<file path="config.mk">
export PLATFORM = sky130hd
export DESIGN_NAME = cache_ctrl_wt_flat
export DESIGN_NICKNAME = d
export VERILOG_FILES = /design/src/rtl/cache_ctrl_wt_if.sv /design/src/rtl/cache_ctrl_wt.sv /design/src/flat_wrapper.sv
export SDC_FILE = /design/constraint.sdc
export NUM_CORES = 1
export LEC_CHECK = 0
export ABC_AREA = 1
export CAP_MARGIN = 10
export CORE_ASPECT_RATIO = 1.1
export CORE_MARGIN = 3
export CORE_UTILIZATION = 37
export CTS_CLUSTER_DIAMETER = 80
export CTS_CLUSTER_SIZE = 28
export DETAILED_ROUTE_END_ITERATION = 6
export GPL_ROUTABILITY_DRIVEN = 0
export PLACE_DENSITY = 0.65
export RECOVER_POWER = 100
export SETUP_SLACK_MARGIN = 0.02
export SYNTH_ARGS = -nofsm -noshare
export SYNTH_HDL_FRONTEND = slang
export SYNTH_SLANG_ARGS = --single-unit
</file>
<file path="constraint.sdc">
create_clock -name clk -period 4.6 [get_ports clk]
set_clock_uncertainty 0.1 [all_clocks]
set_input_delay 0.46 -clock clk [delete_from_list [all_inputs] [get_ports clk]]
set_output_delay 0.46 -clock clk [all_outputs]
set_load 0.02 [all_outputs]
</file>
<file path="src/rtl/cache_ctrl_wt_if.sv">
// Request, response, memory-side and statistics signals of the write-through L1 cache controller.
// master: the core/memory environment (drives requests, mem_ack/mem_rdata, flush, report).
// slave: the cache controller (drives req_ready, responses, memory requests, statistics).
interface cache_ctrl_wt_if #(
  parameter int DATA_WIDTH = 32,
  parameter int ADDR_WIDTH = 8
);
  logic                  req_valid;
  logic                  req_ready;
  logic                  req_write;
  logic [ADDR_WIDTH-1:0] req_addr;
  logic [DATA_WIDTH-1:0] req_wdata;
  logic                  flush;
  logic                  resp_valid;
  logic [DATA_WIDTH-1:0] resp_rdata;
  logic                  resp_hit;
  logic                  mem_req;
  logic                  mem_write;
  logic [ADDR_WIDTH-1:0] mem_addr;
  logic [DATA_WIDTH-1:0] mem_wdata;
  logic [DATA_WIDTH-1:0] mem_rdata;
  logic                  mem_ack;
  logic                  report;
  logic                  stat_valid;
  logic [31:0]           stat_hits;
  logic [31:0]           stat_misses;

  modport master (
    output req_valid, req_write, req_addr, req_wdata, flush, mem_rdata, mem_ack, report,
    input  req_ready, resp_valid, resp_rdata, resp_hit, mem_req, mem_write, mem_addr,
           mem_wdata, stat_valid, stat_hits, stat_misses
  );

  modport slave (
    input  req_valid, req_write, req_addr, req_wdata, flush, mem_rdata, mem_ack, report,
    output req_ready, resp_valid, resp_rdata, resp_hit, mem_req, mem_write, mem_addr,
           mem_wdata, stat_valid, stat_hits, stat_misses
  );
endinterface

</file>
<file path="src/rtl/cache_ctrl_wt.sv">
// Direct-mapped write-through, no-write-allocate L1 data-cache controller, one word per line.
// Latency: load hit responds 2 cycles after acceptance; miss/store raises mem_req at cycle 2, responds 1 cycle after mem_ack.
// Backpressure: req_ready only in IDLE with flush low; single outstanding request; response has no backpressure.
//
// Ports: clk, rst (async active-low), bus (cache_ctrl_wt_if.slave): core request/response,
//        flush, memory-side request/ack, statistics report/snapshot.
// Optional feature: define CACHE_STATS_EN to build saturating hit/miss counters with snapshot reporting.
module cache_ctrl_wt #(
  parameter int CORE       = 0,
  parameter int DATA_WIDTH = 32,
  parameter int ADDR_WIDTH = 8,
  parameter int LINES      = 16
) (
  input  logic           clk,
  input  logic           rst,
  cache_ctrl_wt_if.slave bus
);

  localparam int IDX_W = $clog2(LINES);
  localparam int TAG_W = ADDR_WIDTH - IDX_W;

  typedef enum logic [1:0] {
    IDLE   = 2'd0,
    LOOKUP = 2'd1,
    MEM    = 2'd2,
    RESP   = 2'd3
  } state_t;

  state_t                state_q, state_d;
  logic                  write_q, write_d;
  logic [ADDR_WIDTH-1:0] addr_q, addr_d;
  logic [DATA_WIDTH-1:0] wdata_q, wdata_d;
  logic [DATA_WIDTH-1:0] rdata_q, rdata_d;
  logic                  hit_q, hit_d;
  logic [LINES-1:0]      valid_q, valid_d;

  // Tag and data storage carry no reset; the valid bits alone define contents.
  logic [TAG_W-1:0]      tag_mem  [LINES];
  logic [DATA_WIDTH-1:0] data_mem [LINES];

  logic [IDX_W-1:0]      idx;
  logic [TAG_W-1:0]      tag;
  logic                  lookup_hit;
  logic                  line_we;
  logic [DATA_WIDTH-1:0] line_wdata;
  logic                  req_ready;

  assign idx        = addr_q[IDX_W-1:0];
  assign tag        = addr_q[ADDR_WIDTH-1:IDX_W];
  assign lookup_hit = valid_q[idx] && (tag_mem[idx] == tag);

  always_comb begin
    state_d    = state_q;
    write_d    = write_q;
    addr_d     = addr_q;
    wdata_d    = wdata_q;
    rdata_d    = rdata_q;
    hit_d      = hit_q;
    valid_d    = valid_q;
    line_we    = 1'b0;
    line_wdata = wdata_q;
    req_ready  = 1'b0;

    case (state_q)
      IDLE: begin
        req_ready = !bus.flush;
        if (bus.flush) begin
          // Flush wins over a request presented in the same cycle.
          valid_d = '0;
        end else if (bus.req_valid) begin
          write_d = bus.req_write;
          addr_d  = bus.req_addr;
          wdata_d = bus.req_wdata;
          state_d = LOOKUP;
        end
      end

      LOOKUP: begin
        hit_d = lookup_hit;
        if (!write_q && lookup_hit) begin
          rdata_d = data_mem[idx];
          state_d = RESP;
        end else begin
          // Store hit refreshes the line now; store miss leaves it alone.
          line_we = write_q && lookup_hit;
          rdata_d = '0;
          state_d = MEM;
        end
      end

      MEM: begin
        if (bus.mem_ack) begin
          if (!write_q) begin
            line_we      = 1'b1;
            line_wdata   = bus.mem_rdata;
            valid_d[idx] = 1'b1;
            rdata_d      = bus.mem_rdata;
            hit_d        = 1'b0;
          end
          state_d = RESP;
        end
      end

      RESP: begin
        state_d = IDLE;
      end

      default: begin
        state_d = IDLE;
      end
    endcase
  end

  always_ff @(posedge clk or negedge rst) begin
    if (!rst) begin
      state_q <= IDLE;
      write_q <= 1'b0;
      addr_q  <= '0;
      wdata_q <= '0;
      rdata_q <= '0;
      hit_q   <= 1'b0;
      valid_q <= '0;
    end else begin
      state_q <= state_d;
      write_q <= write_d;
      addr_q  <= addr_d;
      wdata_q <= wdata_d;
      rdata_q <= rdata_d;
      hit_q   <= hit_d;
      valid_q <= valid_d;
    end
  end

  always_ff @(posedge clk) begin
    if (line_we) begin
      tag_mem[idx]  <= tag;
      data_mem[idx] <= line_wdata;
    end
  end

  // Outputs decode straight from state_q so reset drops them without a clock edge.
  logic resp_valid;
  logic mem_req;

  assign resp_valid     = (state_q == RESP);
  assign mem_req        = (state_q == MEM);
  assign bus.req_ready  = req_ready;
  assign bus.resp_valid = resp_valid;
  assign bus.resp_rdata = resp_valid ? rdata_q : '0;
  assign bus.resp_hit   = resp_valid && hit_q;
  assign bus.mem_req    = mem_req;
  assign bus.mem_write  = mem_req && write_q;
  assign bus.mem_addr   = mem_req ? addr_q : '0;
  assign bus.mem_wdata  = (mem_req && write_q) ? wdata_q : '0;

`ifdef CACHE_STATS_EN
  logic [31:0] hits_q, misses_q;
  logic [31:0] snap_hits_q, snap_misses_q;
  logic        stat_valid_q;

  always_ff @(posedge clk or negedge rst) begin
    if (!rst) begin
      hits_q        <= '0;
      misses_q      <= '0;
      snap_hits_q   <= '0;
      snap_misses_q <= '0;
      stat_valid_q  <= 1'b0;
    end else begin
      if (state_q == LOOKUP) begin
        if (lookup_hit) begin
          if (hits_q != 32'hFFFF_FFFF) hits_q <= hits_q + 32'd1;
        end else begin
          if (misses_q != 32'hFFFF_FFFF) misses_q <= misses_q + 32'd1;
        end
      end
      // Snapshot takes the pre-increment values, so a same-cycle event is excluded.
      if (bus.report) begin
        snap_hits_q   <= hits_q;
        snap_misses_q <= misses_q;
      end
      stat_valid_q <= bus.report;
    end
  end

  assign bus.stat_valid  = stat_valid_q;
  assign bus.stat_hits   = snap_hits_q;
  assign bus.stat_misses = snap_misses_q;
`else
  assign bus.stat_valid  = 1'b0;
  assign bus.stat_hits   = '0;
  assign bus.stat_misses = '0;

  logic unused_report;
  assign unused_report = bus.report;
`endif

  // CORE only labels this instance's statistics in a multi-core system; no logic depends on it.
  logic unused_core;
  assign unused_core = (CORE < 0);

endmodule

</file>
<file path="src/flat_wrapper.sv">
// flat-port wrapper written by rule: the top's interface ports become plain ports
module cache_ctrl_wt_flat 
#(
  parameter int CORE       = 0,
  parameter int DATA_WIDTH = 32,
  parameter int ADDR_WIDTH = 8,
  parameter int LINES      = 16
)
  (clk, rst, bus_req_valid, bus_req_write, bus_req_addr, bus_req_wdata, bus_flush, bus_mem_rdata, bus_mem_ack, bus_report, bus_req_ready, bus_resp_valid, bus_resp_rdata, bus_resp_hit, bus_mem_req, bus_mem_write, bus_mem_addr, bus_mem_wdata, bus_stat_valid, bus_stat_hits, bus_stat_misses);
  cache_ctrl_wt_if #(.DATA_WIDTH(DATA_WIDTH), .ADDR_WIDTH(ADDR_WIDTH)) bus_i ();
  input  logic clk;
  input  logic rst;
  input wire logic [$bits(bus_i.req_valid)-1:0] bus_req_valid;
  input wire logic [$bits(bus_i.req_write)-1:0] bus_req_write;
  input wire logic [$bits(bus_i.req_addr)-1:0] bus_req_addr;
  input wire logic [$bits(bus_i.req_wdata)-1:0] bus_req_wdata;
  input wire logic [$bits(bus_i.flush)-1:0] bus_flush;
  input wire logic [$bits(bus_i.mem_rdata)-1:0] bus_mem_rdata;
  input wire logic [$bits(bus_i.mem_ack)-1:0] bus_mem_ack;
  input wire logic [$bits(bus_i.report)-1:0] bus_report;
  output wire logic [$bits(bus_i.req_ready)-1:0] bus_req_ready;
  output wire logic [$bits(bus_i.resp_valid)-1:0] bus_resp_valid;
  output wire logic [$bits(bus_i.resp_rdata)-1:0] bus_resp_rdata;
  output wire logic [$bits(bus_i.resp_hit)-1:0] bus_resp_hit;
  output wire logic [$bits(bus_i.mem_req)-1:0] bus_mem_req;
  output wire logic [$bits(bus_i.mem_write)-1:0] bus_mem_write;
  output wire logic [$bits(bus_i.mem_addr)-1:0] bus_mem_addr;
  output wire logic [$bits(bus_i.mem_wdata)-1:0] bus_mem_wdata;
  output wire logic [$bits(bus_i.stat_valid)-1:0] bus_stat_valid;
  output wire logic [$bits(bus_i.stat_hits)-1:0] bus_stat_hits;
  output wire logic [$bits(bus_i.stat_misses)-1:0] bus_stat_misses;
  assign bus_i.req_valid = bus_req_valid;
  assign bus_i.req_write = bus_req_write;
  assign bus_i.req_addr = bus_req_addr;
  assign bus_i.req_wdata = bus_req_wdata;
  assign bus_i.flush = bus_flush;
  assign bus_i.mem_rdata = bus_mem_rdata;
  assign bus_i.mem_ack = bus_mem_ack;
  assign bus_i.report = bus_report;
  assign bus_req_ready = bus_i.req_ready;
  assign bus_resp_valid = bus_i.resp_valid;
  assign bus_resp_rdata = bus_i.resp_rdata;
  assign bus_resp_hit = bus_i.resp_hit;
  assign bus_mem_req = bus_i.mem_req;
  assign bus_mem_write = bus_i.mem_write;
  assign bus_mem_addr = bus_i.mem_addr;
  assign bus_mem_wdata = bus_i.mem_wdata;
  assign bus_stat_valid = bus_i.stat_valid;
  assign bus_stat_hits = bus_i.stat_hits;
  assign bus_stat_misses = bus_i.stat_misses;
  cache_ctrl_wt #(.CORE(CORE), .DATA_WIDTH(DATA_WIDTH), .ADDR_WIDTH(ADDR_WIDTH), .LINES(LINES)) u_core (.clk(clk), .rst(rst), .bus(bus_i));
endmodule
</file>
==> results.toml, run 1 <==
[outcome]
run_status = "finished, violations left"
violations = "capacitance limit, slew limit"

[drt]
antenna_left = 0
viasPerCell = 5.43
totalWireLength_um = 72800
dr.pass1.iters = 5
dr_total_vias = 17575
drt-wirelength-per-cell_um = 22.5
drt-initial-drc-count = 2118
drc = 0

[clock_tree]
htreeDepth = 2
cts_tree = "built"
cts-buffers-inserted = 34
cts_root_buf = "clkbuf_16"
clk_path_buf_depth = 3
clk_pin_slew_ps = 110
clock_latency_ps = 590
cts-resized-gates = 0
postCtsSetupRepairBufs = 0
cts_hold_buf = 1
clock-sinks = 668

[floorplan]
chipHeight_um = 288
core_area_um2 = 70800
row_count = 102
fp.dieArea_um2 = 75300
ios = 221
start_util_pct = 37.6
die_x_um = 262

[sta]
tns_ps = 0
min_period_over_period_pct = 89.5
fmax_ghz = 0.243
slew_viol_final = 140
setup_ws_ps = 482
min_period_ps = 4120
max-slew-margin-rel_pct = -104
worst_pin_slew_ps = 3050
finalSetupViolations = 0
rsz0062_at_grt = "no"
hold_violations = 0

[pwr]
leakage_nw = 10.9
power_w = 0.0183
power_per_cell_area_nw_per_um2 = 604
ir_worst_vdd_mv = 0.598

[synthesis]
ys_ff_latch = 668
ys_warn_count = 0
post_synth.cell_area_avg_um2 = 12.5
synth_cells = 2132
synth.cell_area_um2 = 26700
yosysSeqAreaShare_pct = 73.5
yosysUniqueCellTypes = 31

[worst_hold_path]
whs_path_depth = 3
hp-class = "input pin to register"

[grt]
grt_max_degree = 85
first_global_vias = 17427
gr-total-overflow = 0
grt_use_total_pct = 19.0
grt_pass1_wl_um = 108000
antenna_found_initial = 1

[critical_path]
cp_common_cell = "inv_1"
r2r_cells = 8
crit_arrival_ps = 3560
cp_max_fo = 33
cp-end-kind = "primary output"
cp_cell_sequence = "inv_1, ha_1, clkbuf_2, nand2_1, inv_1, clkdlybuf4s50_1"
cpPeakStageDelay_ps = 890
worst-setup-path-type = "register to primary output"
cp-start-kind = "register"
path_buf_inv = 4
cp_top_family = "buffers and inverters"
cp_slowest_cell = "clkbuf_2"
crit_cells = 6
worstPathRequired_ps = 4040

[layout]
areaGrowthSynthToFinish_pct = 13.8
final_nets = 2357
design_area_um2 = 30300
drive_gt1_share_pct = 5.35
fin_cells = 3235
fillers = 6377
final_cell_mix = "edfxtp_1, nand2_1, o22ai_1"
num_antenna_cells = 0
layout_commonest_cell = "edfxtp_1"

[placement]
place_inst = 3173
port_buffers = 154
dp_hpwl_um = 39600
place_area_um2 = 29500
dp_slack_ps = 990

[flow_run]
maxCapViolCount = 2
## layout make-up
type | count | area [µm²] | share of cell area (%)
tap | 936 | 1170 | 3.86
clock inverter | 13 | 179 | 0.590
timing repair buffer | 232 | 2180 | 7.20
multi-input combinational | 1211 | 5790 | 19.1
sequential | 668 | 19600 | 64.6
clock buffer | 48 | 925 | 3.05
inverter | 127 | 482 | 1.59
## layer usage
| layer | share of wire, % | global-route usage, % |
|---|---|---|
| met2 | 47 | 31.1 |
| met5 | 0 | 0 |
| met3 | 9.7 | 2.99 |
| met4 | 3.2 | 6.92 |
| met1 | 40 | 25.8 |
## cells in the mapped netlist (all sizes together)
cell	instances	area [µm²]
o21ai	164	821
nor2	204	800
nor3	3	15.0
clkbuf	84	315
conb	1	3.75
a21oi	129	646
nand4	1	6.26
edfxtp	576	17300
mux2	2	22.5
dfrtp	92	2300
buf	106	744
a211oi	1	7.51
clkinv	3	11.3
nand3	69	350
o22ai	248	1550
inv	124	468
or2	2	12.5
nand2	311	1170
ha	4	50.1
a22oi	8	60.1
## tightest hold or removal path, stage by stage
cell and delay, ps:
clkdlybuf4s50_1 390, nor2_1 100, a21oi_1 40
## state kept, by name, indices dropped and copies added, names as in the netlist
signal,cells
u_core.state_q,2
u_core.data_mem,512
u_core.valid_q,16
u_core.wdata_q,32
u_core.hit_q,1
u_core.write_q,1
u_core.rdata_q,32
u_core.tag_mem,64
u_core.addr_q,8
## path summary, 6_finish.rpt
kind | startpoint | to | slack, ps
min in group asynchronous | rst | u_core.addr_q[3]$_DFFE_PN0P_ | 800
max in group asynchronous | rst | u_core.rdata_q[13]$_DFFE_PN0P_ | 1670
hold / removal | bus_req_wdata[20] | u_core.wdata_q[20]$_DFFE_PN0P_ | 320
setup reg to reg | u_core.state_q[0]$_DFFE_PN0P_ | u_core.data_mem[1][29]$_DFFE_PP_ | 640
hold reg to reg | u_core.hit_q$_DFFE_PN0P_ | u_core.hit_q$_DFFE_PN0P_ | 410
setup / recovery | u_core.state_q[0]$_DFFE_PN0P_ | bus_mem_addr[3] | 480
## metrics by stage
step                hold WS (ps)  utilization, %
detailed placement           366            41.7
global route                 331            42.8
floorplan                   64.4               -
global placement             371            41.7
CTS                          298            43.2
finish                       318            42.8
## where the power goes
part,total [W],switching (W),internal [W]
registers,0.00817,0.000334,0.00784
clock network,0.00350,0.00199,0.00151
logic,0.00663,0.00475,0.00189
## cell families (layout without fill, tap and decap cells)
| group | Yosys count | count (layout) | share of synthesized area, % |
|---|---|---|---|
| AO/OA/AOI/OAI | 550 | 550 | 11.6 |
| adder cells (fa/ha/maj) | 4 | 4 | 0.188 |
| buffers and inverters | 317 | 420 | 5.77 |
| flip-flops | 668 | 668 | 73.5 |
| multiplexers | 2 | 2 | 0.0845 |
| other | 1 | 65 | 0.0141 |
| AND/OR/NAND/NOR | 590 | 590 | 8.85 |
(Power assumes the default switching activity.)
==> inputs of run 2 (changes only) <==
--- a/config.mk
+++ b/config.mk
@@ -7,14 +7,16 @@
 export LEC_CHECK = 0
 export ABC_AREA = 1
 export CAP_MARGIN = 10
+export CELL_PAD_IN_SITES_DETAIL_PLACEMENT = 0
+export CELL_PAD_IN_SITES_GLOBAL_PLACEMENT = 2
 export CORE_ASPECT_RATIO = 1.1
 export CORE_MARGIN = 3
-export CORE_UTILIZATION = 37
+export CORE_UTILIZATION = 40
 export CTS_CLUSTER_DIAMETER = 80
 export CTS_CLUSTER_SIZE = 28
 export DETAILED_ROUTE_END_ITERATION = 6
 export GPL_ROUTABILITY_DRIVEN = 0
-export PLACE_DENSITY = 0.65
+export PLACE_DENSITY = 0.89
 export RECOVER_POWER = 100
 export SETUP_SLACK_MARGIN = 0.02
 export SYNTH_ARGS = -nofsm -noshare
==> results.toml, run 2 (synthesized netlist as in run 1, its figures left out) <==
[outcome]
run_status = "finished, violations left"
violations = "capacitance limit, slew limit"

[layout]
fillers = 5950
num_antenna_cells = 0
final_cell_mix = "edfxtp_1, nand2_1, o22ai_1"
drive_gt1_share_pct = 5.05
final_nets = 2354
areaGrowthSynthToFinish_pct = 12.7
reg.largest.list = "u_core.data_mem: 512 flops, u_core.tag_mem: 64 flops"
largest_register_ffs = 512
top_register = "u_core.data_mem"
design_area_um2 = 30000
layout_commonest_cell = "edfxtp_1"

[clock_tree]
postCtsSetupRepairBufs = 0
clk_pin_slew_ps = 110
cts_hold_buf = 1
cts-buffers-inserted = 31
clock_latency_ps = 650
cts_root_buf = "clkbuf_16"
cts-resized-gates = 0
clock-sinks = 668
htreeDepth = 1
clk_path_buf_depth = 3
cts_tree = "built"

[critical_path]
cp_slowest_cell = "clkbuf_1"
crit_cells = 10
cp_top_family = "buffers and inverters"
path_buf_inv = 6
r2r_start = "u_core.state_q[0]$_DFFE_PN0P_"
crit_path_end = "u_core.rdata_q[7]$_DFFE_PN0P_"
r2r_cells = 10
cp-start-kind = "register"
cpPeakStageDelay_ps = 1880
crit_arrival_ps = 4560
crit_start = "u_core.state_q[0]$_DFFE_PN0P_"
cp_common_cell = "inv_1"
r2r_slack_ps = 470
cp_max_fo = 34
cp_cell_sequence = "inv_1, ha_1, clkinv_1, clkbuf_1, a21oi_4, buf_12, inv_1, clkbuf_2, nor2_1, a21oi_1"
worst-setup-path-type = "register to register"
cp-end-kind = "register"
reg2reg_to = "u_core.rdata_q[7]$_DFFE_PN0P_"
worstPathRequired_ps = 5030

[grt]
gr-total-overflow = 0
grt_use_total_pct = 20.0
first_global_vias = 17168
grt_max_degree = 76
grt_pass1_wl_um = 107000
antenna_found_initial = 2

[sta]
max-slew-margin-rel_pct = -78.0
hold_violations = 0
fmax_ghz = 0.242
tns_ps = 0
min_period_ps = 4130
worst_pin_slew_ps = 2670
finalSetupViolations = 0
slew_viol_final = 169
whs_ps = 274
rsz0062_at_grt = "no"
min_period_over_period_pct = 89.7

[floorplan]
row_count = 98
ios = 221
chipHeight_um = 277
die_x_um = 252
core_area_um2 = 65500
start_util_pct = 40.7
fp.dieArea_um2 = 69800

[placement]
place_area_um2 = 29400
port_buffers = 154
dp_hpwl_um = 39700

[drt]
totalWireLength_um = 71400
dr_total_vias = 17177
drt-initial-drc-count = 1870
viasPerCell = 5.46
dr.pass1.iters = 6
drt-wirelength-per-cell_um = 22.7
antenna_left = 0
drc = 0

[worst_hold_path]
min_from = "bus_req_wdata[30]"
hp-class = "input pin to register"

[pwr]
ir_worst_vdd_mv = 0.351
leakage_nw = 10.9
power_per_cell_area_nw_per_um2 = 599

[flow_run]
maxCapViolCount = 7
[run 2: cell count changes in the layout (fill, tap and decap cells not counted), sizes merged]
cell / before / now
buf: 41 / 29
clkbuf: 85 / 95
clkdlybuf4s50: 85 / 80
clkinv: 10 / 9
dlygate4sd3: 69 / 74
[run 2: worst min-delay path by stage]
stage                     slack, ps                              to  depth (start not counted)
final                           270  u_core.wdata_q[30]$_DFFE_PN0P_                          3
after global routing            260  u_core.wdata_q[25]$_DFFE_PN0P_                          3
after CTS                        70   u_core.valid_q[5]$_DFFE_PN0P_                          2
after detailed placement        230    u_core.addr_q[7]$_DFFE_PN0P_                          1
after global placement          230    u_core.addr_q[7]$_DFFE_PN0P_                          1
after floorplan                  60    u_core.addr_q[0]$_DFFE_PN0P_                          0
[run 2: power breakdown]
part | total [W] | internal [W] | switching [W]
Clock | 0.00326 | 0.00134 | 0.00192
Sequential | 0.00812 | 0.00785 | 0.000274
Combinational | 0.00662 | 0.00188 | 0.00474
Total | 0.0180 | 0.0111 | 0.00694
[run 2: layout make-up]
type                    instances  area (µm²)  share of cell area (%)
flip-flops and latches        668       19600                    65.3
multi-input cells            1211        5800                    19.3
repair buffers                232        2100                    7.00
well taps                     850        1060                    3.54
clock buffers                  46         832                    2.77
inverters                     127         482                    1.60
clock inverters                12         159                   0.529
[run 2: per-layer routing]
layer / vias to the layer above / share of wire [%] / track usage, %
met4: 0 / 3.0 / 6.27
met2: 654 / 49 / 34.0
met3: 115 / 6.5 / 1.87
li1: 7826 / - / -
met1: 8582 / 42 / 27.3
met5: - / 0 / 0
[run 2: worst reg2reg max path, delay by kind of cell (launching register included)]
| family | cells | cell delay, ps |
|---|---|---|
| adder cells (fa/ha/maj) | 1 | 250 |
| flip-flops | 1 | 430 |
| buffers and inverters | 6 | 2910 |
| AND/OR/NAND/NOR | 1 | 110 |
| AO/OA/AOI/OAI | 2 | 220 |
[run 2: per-stage QoR]
| step | total power, W | instances | util [%] | setup WS (ps) |
|---|---|---|---|---|
| 6_report | 0.0180 | 3146 | 45.9 | 473 |
| 5_1_grt | 0.0190 | 3146 | 45.9 | 345 |
| 4_1_cts | 0.0183 | 3146 | 46.4 | 840 |
| 3_5_place_dp | 0.0151 | 3087 | 44.9 | 887 |
| 3_3_place_gp | 0.0149 | 3086 | 44.9 | 912 |
| 2_1_floorplan | 0.0124 | 2196 | - | 784 |
==> inputs of run 3 (changes only) <==
--- a/config.mk
+++ b/config.mk
@@ -16,6 +16,7 @@
 export CTS_CLUSTER_SIZE = 28
 export DETAILED_ROUTE_END_ITERATION = 6
 export GPL_ROUTABILITY_DRIVEN = 0
+export GPL_TIMING_DRIVEN = 0
 export PLACE_DENSITY = 0.89
 export RECOVER_POWER = 100
 export SETUP_SLACK_MARGIN = 0.02
==> results.toml, run 3 (synthesized netlist as in run 1, its figures left out) <==
[drt]
drt-initial-drc-count = 2185
viasPerCell = 5.56
dr_total_vias = 18384
drc = 0
drt-wirelength-per-cell_um = 24.2
dr.pass1.iters = 7
antenna_left = 0
totalWireLength_um = 79900

[layout]
final_nets = 2513
drive_gt1_share_pct = 8.07
utilization_pct = 47.4
fillers = 5847
largest_register_ffs = 512
final_cell_mix = "edfxtp_1, nand2_1, o22ai_1"
areaGrowthSynthToFinish_pct = 16.4
top_register = "u_core.data_mem"
num_antenna_cells = 0
reg.largest.list = "u_core.data_mem: 512 flops, u_core.tag_mem: 64 flops"
layout_commonest_cell = "edfxtp_1"

[placement]
port_buffers = 154
dp_hpwl_um = 53700

[critical_path]
cp-start-kind = "register"
worst-setup-path-type = "register to register"
cp_common_cell = "nand2_1"
path_buf_inv = 2
cp_cell_sequence = "nand2_1, clkinvlp_4, nand2_1, nand2_1, o21ai_0, nand2_1, nor2_2, nand4_1, nand2_1, nand2_1, nor2_4, clkbuf_4"
cp_top_family = "simple AND/OR/NAND/NOR gates"
r2r_start = "u_core.addr_q[3]$_DFFE_PN0P_"
reg2reg_to = "u_core.data_mem[4][14]$_DFFE_PP_"
crit_arrival_ps = 4470
cp_max_fo = 19
cp_slowest_cell = "nor2_4"
worstPathRequired_ps = 4790
cp-end-kind = "register"
r2r_slack_ps = 320
cpPeakStageDelay_ps = 740
r2r_cells = 12

[floorplan]
core_area_um2 = 65500
chipHeight_um = 277
row_count = 98
start_util_pct = 40.7
fp.dieArea_um2 = 69800
die_x_um = 252
ios = 221

[grt]
antenna_found_initial = 0
grt_use_total_pct = 22.4
grt_pass1_wl_um = 116000
gr-total-overflow = 0
grt_max_degree = 65
first_global_vias = 17938

[clock_tree]
cts_tree = "built"
clock-sinks = 668
cts-buffers-inserted = 31
clock_latency_ps = 640
clk_pin_slew_ps = 110
htreeDepth = 1
clk_path_buf_depth = 3
cts_root_buf = "clkbuf_16"

[sta]
fmax_ghz = 0.234
min_period_over_period_pct = 93.0
min_period_ps = 4280
whs_ps = 278
rsz0062_at_grt = "no"
finalSetupViolations = 0
slew_viol_final = 95
worst_pin_slew_ps = 2200
max-slew-margin-rel_pct = -46.9
hold_violations = 0

[pwr]
switching_share_pct = 39.6
intPower_w = 0.0114
seqPwrFrac_pct = 42.9
comb_power_share_pct = 38.3
clkPwrFrac_pct = 18.8
leakage_nw = 11.4
ir_worst_vdd_mv = 0.378
power_per_cell_area_nw_per_um2 = 608
p_switching_w = 0.00747

[outcome]
run_status = "finished, violations left"
violations = "capacitance limit, slew limit"

[worst_hold_path]
min_to = "u_core.wdata_q[9]$_DFFE_PN0P_"
whs_path_depth = 3
hp-class = "input pin to register"
min_from = "bus_req_wdata[9]"

[flow_run]
maxCapViolCount = 2
## run 3: cell types whose count changed in the layout (fill, tap and decap cells not counted), moves of 5 or more
cell and delta:
buf_1 +6, buf_2 +23, buf_4 +52, buf_6 +5, bufinv_16 +5, clkbuf_1 +78
clkbuf_2 -7, nor2_1 -10, nor2_4 +8, o21ai_0 -9, o21ai_1 +9
## run 3: power by group through the flow
stage                     Combinational, W  Sequential, W  Clock [W]
after floorplan                    0.00422        0.00815          0
after global placement             0.00698        0.00826          0
after detailed placement           0.00729        0.00822          0
after CTS                          0.00732        0.00809    0.00356
after global routing               0.00785        0.00815    0.00378
final                              0.00722        0.00810    0.00354
## run 3: cell type report
class	instances	area, µm²	share of cell area [%]
Inverter	127	483	1.56
Sequential cell	668	19600	63.1
Clock inverter	17	288	0.927
Buffer	190	1040	3.34
Timing Repair Buffer	201	1920	6.17
Clock buffer	41	813	2.62
Multi-Input combinational cell	1211	5840	18.8
Tap cell	850	1060	3.43
## run 3: layer usage
layer  up-vias  part of all wire, %  GRT usage (%)
met5         -                 0.17           1.39
met4         2                  4.1           8.09
met3       163                  8.5           3.63
met2       970                   47           36.7
met1      9101                   40           30.1
li1       8148                    -              -
## run 3: what timing repair did
item,in CTS,in global routing
hold endpoints to repair,28,0
endpoints found under the setup margin,0,55
setup buffers,0,5
resized for setup,0,1
hold buffers,1,0
## run 3: tightest hold or removal path, stage by stage
cell and delay (ps):
clkdlybuf4s50_1 390, nor2_1 100, a21oi_1 40
## run 3: through the flow
step / cell area [µm²] / std cells / setup TNS (ps) / setup WS, ps / power (W)
CTS: 31200 / 3300 / 0 / 232 / 0.0190
detailed placement: 30100 / 3241 / 0 / 241 / 0.0155
floorplan: 26900 / 2196 / 0 / 784 / 0.0124
global route: 31000 / 3305 / 0 / 66.8 / 0.0198
finish: 31000 / 3305 / 0 / 321 / 0.0189
global placement: 29500 / 3200 / -1336210 / -2370 / 0.0152
## run 3: worst max path at each step
stage	startpoint	to	slack, ps	cells past startpoint
CTS	u_core.addr_q[3]$_DFFE_PN0P_	u_core.data_mem[11][2]$_DFFE_PP_	230	13
floorplan	u_core.state_q[0]$_DFFE_PN0P_	u_core.data_mem[10][0]$_DFFE_PP_	780	10
global placement	u_core.addr_q[3]$_DFFE_PN0P_	u_core.data_mem[2][9]$_DFFE_PP_	-2370	12
global route	u_core.addr_q[3]$_DFFE_PN0P_	u_core.data_mem[12][27]$_DFFE_PP_	70	13
detailed placement	u_core.addr_q[3]$_DFFE_PN0P_	u_core.data_mem[11][8]$_DFFE_PP_	240	13
finish	u_core.addr_q[3]$_DFFE_PN0P_	u_core.data_mem[4][14]$_DFFE_PP_	320	12
